==> src/rtl/clk_rst_pkg.sv <==
// Shared clock/reset configuration types: field indices, encodings and sequencer states.
// Optional lock feature of the sequencer is enabled with CLK_CFG_LOCK_EN.
package clk_rst_pkg;

  localparam int CFG_MUX0    = 6;
  localparam int CFG_MUX1    = 5;
  localparam int CFG_MUX2    = 4;
  localparam int CFG_ROSC_HI = 3;
  localparam int CFG_ROSC_LO = 2;
  localparam int CFG_DIV_HI  = 1;
  localparam int CFG_DIV_LO  = 0;

  typedef logic [6:0] clk_cfg_t;

  typedef enum logic [2:0] {
    ST_IDLE,
    ST_PARK,
    ST_SETTLE_A,
    ST_APPLY,
    ST_SETTLE_B,
    ST_RELEASE,
    ST_DONE
  } state_t;

  localparam logic [1:0] ROSC_128M = 2'b00;
  localparam logic [1:0] ROSC_64M  = 2'b01;
  localparam logic [1:0] ROSC_32M  = 2'b10;
  localparam logic [1:0] ROSC_16M  = 2'b11;

  localparam logic [1:0] DIV_1 = 2'b00;
  localparam logic [1:0] DIV_2 = 2'b01;
  localparam logic [1:0] DIV_4 = 2'b10;
  localparam logic [1:0] DIV_8 = 2'b11;

  localparam clk_cfg_t CLK_CFG_RST = {1'b0, 1'b0, 1'b0, ROSC_16M, DIV_1};

  // Everything upstream of CLKMUX0 (mux1, mux2, rosc, div).
  function automatic logic [5:0] upstream_sel(input clk_cfg_t c);
    return c[CFG_MUX1:CFG_DIV_LO];
  endfunction

endpackage

==> src/rtl/clk_cfg_seq_if.sv <==
// Valid/ready request channel carrying a new clock configuration.
interface clk_cfg_seq_if;
  logic                  cfg_valid;
  logic                  cfg_ready;
  clk_rst_pkg::clk_cfg_t cfg_data;

  modport master (output cfg_valid, output cfg_data, input cfg_ready);
  modport slave  (input cfg_valid, input cfg_data, output cfg_ready);
endinterface

==> src/rtl/clk_cfg_seq_settle_timer.sv <==
// Loadable down-counter that stops at zero; reused for both settle phases.
module settle_timer #(
  parameter int WIDTH = 8
) (
  input  logic             clk,
  input  logic             rst_n,
  input  logic             i_load,
  input  logic [WIDTH-1:0] i_load_val,
  input  logic             i_dec,
  output logic             o_zero
);

  logic [WIDTH-1:0] r_count;

  always_ff @(posedge clk or negedge rst_n) begin
    if (!rst_n) begin
      r_count <= '0;
    end else if (i_load) begin
      r_count <= i_load_val;
    end else if (i_dec && (r_count != '0)) begin
      r_count <= r_count - 1'b1;
    end
  end

  assign o_zero = (r_count == '0);

endmodule

==> src/rtl/clk_cfg_seq.sv <==
// Glitch-safe clock configuration sequencer: park CLKMUX0, change upstream selects, release.
// Define CLK_CFG_LOCK_EN to add the sticky cfg_lock/locked request lock.
module clk_cfg_seq
  import clk_rst_pkg::*;
#(
  parameter int       SETTLE_CYCLES = 16,
  parameter clk_cfg_t RST_CFG       = 7'b0_0_0_11_00
) (
  input  logic           clk,
  input  logic           rst_n,
  clk_cfg_seq_if.slave   cfg,
`ifdef CLK_CFG_LOCK_EN
  input  logic           cfg_lock,
  output logic           locked,
`endif
  output logic           busy,
  output logic           done,
  output logic           sel_mux0,
  output logic           sel_mux1,
  output logic           sel_mux2,
  output logic [1:0]     sel_rosc,
  output logic [1:0]     clk_div,
  output clk_cfg_t       cur_cfg
);

  localparam logic [7:0] LOAD_VAL = 8'(SETTLE_CYCLES - 1);

  state_t   r_state, w_state_next;
  clk_cfg_t r_sel, w_sel_next;
  clk_cfg_t r_cur, w_cur_next;
  clk_cfg_t r_req, w_req_next;
  logic     r_done;
  logic     w_xfer, w_load, w_dec, w_zero, w_lock_block;

  settle_timer #(.WIDTH(8)) u_timer (
    .clk        (clk),
    .rst_n      (rst_n),
    .i_load     (w_load),
    .i_load_val (LOAD_VAL),
    .i_dec      (w_dec),
    .o_zero     (w_zero)
  );

`ifdef CLK_CFG_LOCK_EN
  logic r_locked, r_lock_pend;

  // A lock requested together with an accepted request waits for that request's DONE.
  always_ff @(posedge clk or negedge rst_n) begin
    if (!rst_n) begin
      r_locked    <= 1'b0;
      r_lock_pend <= 1'b0;
    end else begin
      if ((r_state == ST_IDLE) && cfg_lock && !r_locked) begin
        if (w_xfer) r_lock_pend <= 1'b1;
        else        r_locked    <= 1'b1;
      end
      if ((r_state == ST_DONE) && r_lock_pend) begin
        r_locked    <= 1'b1;
        r_lock_pend <= 1'b0;
      end
    end
  end

  assign w_lock_block = r_locked;
  assign locked       = r_locked;
`else
  assign w_lock_block = 1'b0;
`endif

  assign cfg.cfg_ready = (r_state == ST_IDLE) && !w_lock_block;
  assign w_xfer        = cfg.cfg_valid && cfg.cfg_ready;

  always_ff @(posedge clk or negedge rst_n) begin
    if (!rst_n) begin
      r_state <= ST_IDLE;
      r_sel   <= RST_CFG;
      r_cur   <= RST_CFG;
      r_req   <= RST_CFG;
      r_done  <= 1'b0;
    end else begin
      r_state <= w_state_next;
      r_sel   <= w_sel_next;
      r_cur   <= w_cur_next;
      r_req   <= w_req_next;
      r_done  <= (r_state == ST_DONE);
    end
  end

  always_comb begin
    w_state_next = r_state;
    w_sel_next   = r_sel;
    w_cur_next   = r_cur;
    w_req_next   = r_req;
    w_load       = 1'b0;
    w_dec        = 1'b0;
    unique case (r_state)
      ST_IDLE: begin
        if (w_xfer) begin
          w_req_next = cfg.cfg_data;
          if (cfg.cfg_data == r_cur) begin
            w_state_next = ST_DONE;
          end else if (!r_sel[CFG_MUX0]) begin
            // CLKMUX0 already on ROSC: the park step has nothing to do.
            w_load       = 1'b1;
            w_state_next = ST_SETTLE_A;
          end else begin
            w_state_next = ST_PARK;
          end
        end
      end
      ST_PARK: begin
        w_sel_next[CFG_MUX0] = 1'b0;
        w_load               = 1'b1;
        w_state_next         = ST_SETTLE_A;
      end
      ST_SETTLE_A: begin
        if (w_zero) w_state_next = ST_APPLY;
        else        w_dec        = 1'b1;
      end
      ST_APPLY: begin
        w_sel_next   = {r_sel[CFG_MUX0], upstream_sel(r_req)};
        w_load       = 1'b1;
        w_state_next = ST_SETTLE_B;
      end
      ST_SETTLE_B: begin
        if (w_zero) w_state_next = ST_RELEASE;
        else        w_dec        = 1'b1;
      end
      ST_RELEASE: begin
        w_sel_next[CFG_MUX0] = r_req[CFG_MUX0];
        w_cur_next           = r_req;
        w_state_next         = ST_DONE;
      end
      ST_DONE: begin
        w_state_next = ST_IDLE;
      end
      default: begin
        w_state_next = ST_IDLE;
      end
    endcase
  end

  assign busy     = (r_state != ST_IDLE);
  assign done     = r_done;
  assign sel_mux0 = r_sel[CFG_MUX0];
  assign sel_mux1 = r_sel[CFG_MUX1];
  assign sel_mux2 = r_sel[CFG_MUX2];
  assign sel_rosc = r_sel[CFG_ROSC_HI:CFG_ROSC_LO];
  assign clk_div  = r_sel[CFG_DIV_HI:CFG_DIV_LO];
  assign cur_cfg  = r_cur;

endmodule

==> src/flat_wrapper.sv <==
// flat-port wrapper written by rule: the top's interface ports become plain ports
module clk_cfg_seq_flat import clk_rst_pkg::*;
#(
  parameter int       SETTLE_CYCLES = 16,
  parameter clk_cfg_t RST_CFG       = 7'b0_0_0_11_00
)
  (clk, rst_n, busy, done, sel_mux0, sel_mux1, sel_mux2, sel_rosc, clk_div, cur_cfg, cfg_cfg_valid, cfg_cfg_data, cfg_cfg_ready);
  clk_cfg_seq_if cfg_i ();
  input  logic clk;
  input  logic rst_n;
  output logic busy;
  output logic done;
  output logic sel_mux0;
  output logic sel_mux1;
  output logic sel_mux2;
  output logic [1:0] sel_rosc;
  output logic [1:0] clk_div;
  output clk_cfg_t cur_cfg;
  input wire logic [$bits(cfg_i.cfg_valid)-1:0] cfg_cfg_valid;
  input wire logic [$bits(cfg_i.cfg_data)-1:0] cfg_cfg_data;
  output wire logic [$bits(cfg_i.cfg_ready)-1:0] cfg_cfg_ready;
  assign cfg_i.cfg_valid = cfg_cfg_valid;
  assign cfg_i.cfg_data = cfg_cfg_data;
  assign cfg_cfg_ready = cfg_i.cfg_ready;
  clk_cfg_seq #(.SETTLE_CYCLES(SETTLE_CYCLES), .RST_CFG(RST_CFG)) u_core (.clk(clk), .rst_n(rst_n), .cfg(cfg_i), .busy(busy), .done(done), .sel_mux0(sel_mux0), .sel_mux1(sel_mux1), .sel_mux2(sel_mux2), .sel_rosc(sel_rosc), .clk_div(clk_div), .cur_cfg(cur_cfg));
endmodule
==> config.mk <==
export PLATFORM = sky130hd
export DESIGN_NAME = clk_cfg_seq_flat
export DESIGN_NICKNAME = d
export VERILOG_FILES = /design/src/rtl/clk_rst_pkg.sv /design/src/rtl/clk_cfg_seq_if.sv /design/src/rtl/clk_cfg_seq_settle_timer.sv /design/src/rtl/clk_cfg_seq.sv /design/src/flat_wrapper.sv
export SDC_FILE = /design/constraint.sdc
export NUM_CORES = 1
export LEC_CHECK = 0
export BUFFER_PORTS_ARGS = -buffer_cell sky130_fd_sc_hd__buf_4
export CORE_MARGIN = 2
export CORE_UTILIZATION = 52
export CTS_BUF_LIST = sky130_fd_sc_hd__clkbuf_4 sky130_fd_sc_hd__clkbuf_8
export DETAILED_ROUTE_END_ITERATION = 10
export PLACE_DENSITY = 0.84
export SKIP_LAST_GASP = 1
export SYNTH_ARGS = -nofsm -noshare
export SYNTH_HDL_FRONTEND = slang
export SYNTH_SLANG_ARGS = --single-unit
==> constraint.sdc <==
create_clock -name clk -period 1.6 [get_ports clk]
set_input_delay 0.08 -clock clk [delete_from_list [all_inputs] [get_ports clk]]
set_output_delay 0.08 -clock clk [all_outputs]
set_load 0.005 [all_outputs]
==> impl_metrics.tcl <==
set metrics [dict create \
    outcome "complete, but fails checks" \
    violations "negative setup slack" \
    synth_top_area_share_pct 41.7 \
    die_width_um 59.8 \
    htreeDepth 2 \
    powerDensity_nw_per_um2 1690 \
    min_period_ns 1.64 \
    critPathKind "reg2reg" \
    clk_latency_ns 0.34 \
    rows 20 \
    place_area_um2 1950 \
    ant_nets 0 \
    dr.pass1.iters 4 \
    synth_cell_types 35 \
    vdd_drop_max_mv 1.01 \
    cp-start-kind "flop" \
    slew_headroom_pct 71.4 \
    grt_pass1_wl_um 5660 \
    synthArstFlopShare_pct 100 \
    vias 1233 \
    final_area_um2 2140 \
    cts_buffers 5 \
    cp.arrival_ns 1.88 \
    final-hold-violation-count 0 \
    fin_tns_setup_ns -0.195 \
    port_buffers 26 \
    cp_max_fo 7 \
    antenna_found_initial 0 \
    grt_usage_pct 22.0 \
    syn2layout_area_growth_pct 32.0 \
    ys_seq_elements 33 \
    cts-root-buf "clkbuf_4" \
    required_ns 1.83 \
    dp_hpwl_um 2360 \
    grt_max_degree 34 \
    cts_buffer_depth 2 \
    synth-edff-count 0 \
    final_cell_mix "buf_4, dfrtp_1, mux2_2, nor2_1" \
    gp_congestion 0.832 \
    synth_nets 145 \
    grt_overflow 0 \
    via_per_inst 5.55 \
    syn_avg_cell_area_um2 12.2 \
    drt_iter0_drc 58 \
    maxCapViolCount 0 \
    n_antenna_cell 0 \
    layout_commonest_cell "buf_4" \
    hold_path.class "in2reg" \
    whs_ns 0.0617 \
    synth_flop_cell "dfrtp_1" \
    period_share_pct 103 \
    drc 0 \
    setup_viol 7 \
    ys_seq_area_share_pct 51.4 \
    grt_pass1_vias 1242 \
    worstSetupEndpointType "flop" \
    coreArea_um2 3000 \
    drv_slew 0 \
    yosys_warnings 0 \
    clock_skew_ns 0.00297 \
    final_layout_size_suffix_gt1_share_pct 47.1 \
    rsz0062_at_grt "true" \
    tightest_slew_ns 0.428 \
    ys_top_cells_by_area "dfrtp_1, mux2_2, dfstp_2" \
    finalPower_mw 3.61 \
    syn-cell-area_um2 1620 \
    initial_core_util_pct 54.0 \
    syn_inst 133 \
    tritoncts "built" \
    setup_ws_ns -0.0431 \
    final_nets 200 \
    dieArea_um2 3580 \
    finalWirelength_um 3470 \
    routedWlPerCell_um 15.6 \
    die_h_um 59.8 \
    clock_sinks 33 \
    fmax_mhz 609 \
    clkTransAtPathRegs_ns 0.10 \
    synth_top_cell_by_area "dfrtp_1" \
    io_pins 27 \
    leakagePower_nw 1.01 \
]
synthesized netlist by cell type (3+ instances only):
| master | n |
|---|---|
| a211o_1 | 3 |
| a21oi_1 | 4 |
| dfrtp_1 | 27 |
| dfstp_2 | 6 |
| inv_1 | 8 |
| mux2_2 | 18 |
| mux2i_1 | 4 |
| nand2_1 | 4 |
| nand2b_1 | 3 |
| nand3_1 | 5 |
| nor2_1 | 9 |
| nor3_1 | 5 |
| o21ai_0 | 4 |
| xnor2_1 | 3 |
| xor2_1 | 6 |
routing by layer:
layer	vias to the layer above	global-route usage, %	routed length, um
li1	578	-	-
met1	613	26.0	1470
met2	34	37.4	1790
met3	8	6.28	143
met4	0	9.21	68
met5	-	0	0
logic make-up after synthesis:
kind of cell | count (synthesis) | synth area share (%)
AND/OR/NAND/NOR | 37 | 13.6
XOR/XNOR | 10 | 5.87
AO/OA/AOI/OAI | 18 | 9.50
flip-flops | 33 | 51.4
multiplexers | 22 | 15.0
buffers and inverters | 11 | 3.09
adder cells (fa/ha/maj) | 2 | 1.54
timing repair:
item,in CTS,in global routing
setup buffers,3,0
setup endpoints to repair,6,15
cloned,0,0
pin swaps,4,2
gates resized for setup,4,4
hold buffers,8,0
endpoints found under the hold margin,40,0
stage by stage:
stage | cells | util (%) | setup WS [ns]
finish | 222 | 71.2 | -0.0431
global placement | 203 | 64.8 | 0.0334
CTS | 222 | 70.8 | -0.0469
floorplan | 133 | - | 0.0141
global route | 222 | 71.2 | -0.133
detailed placement | 203 | 64.8 | -0.0229
worst max-delay path: stages (launching register included):
cell	delay, ns
dfrtp_1	0.48
nor4b_4	0.41
a21boi_2	0.13
a41oi_4	0.30
buf_4	0.18
nor2_1	0.04
path summary, 6_finish.rpt:
check,startpoint,endpoint,slack (ns),cells after the start
max reg2reg,u_core.r_state[2],u_core.u_timer.r_count[5],-0.04,5
min reg2reg,u_core.r_sel[5],u_core.r_sel[5],0.52,1
min in group asynchronous,rst_n,u_core.done,0.21,2
min,cfg_cfg_valid,u_core.r_state[2],0.06,3
max,u_core.r_state[2],u_core.u_timer.r_count[5],-0.04,5
max in group asynchronous,rst_n,u_core.r_sel[3],1.06,2
sequential cells by signal, indices dropped and copies added (netlist names):
register                cells
u_core.u_timer.r_count      8
u_core.cur_cfg              7
u_core.r_req                7
u_core.r_sel                7
u_core.r_state              3
u_core.done                 1
layout make-up:
cell class | count | area (um2)
Clock buffer | 8 | 66.3
Fill cell | 223 | 865
Inverter | 8 | 30.0
Multi-Input combinational cell | 89 | 758
Tap cell | 33 | 41.3
Sequential cell | 33 | 836
Timing Repair Buffer | 51 | 407
power breakdown:
part           switching, mW  total [mW]  internal (mW)  leakage, nW
registers              0.290        1.49           1.20        0.396
clock network          0.277       0.528          0.251       0.0394
logic                  0.699        1.59          0.890        0.574
total                   1.27        3.61           2.35         1.01
(Power assumes the default switching activity.)
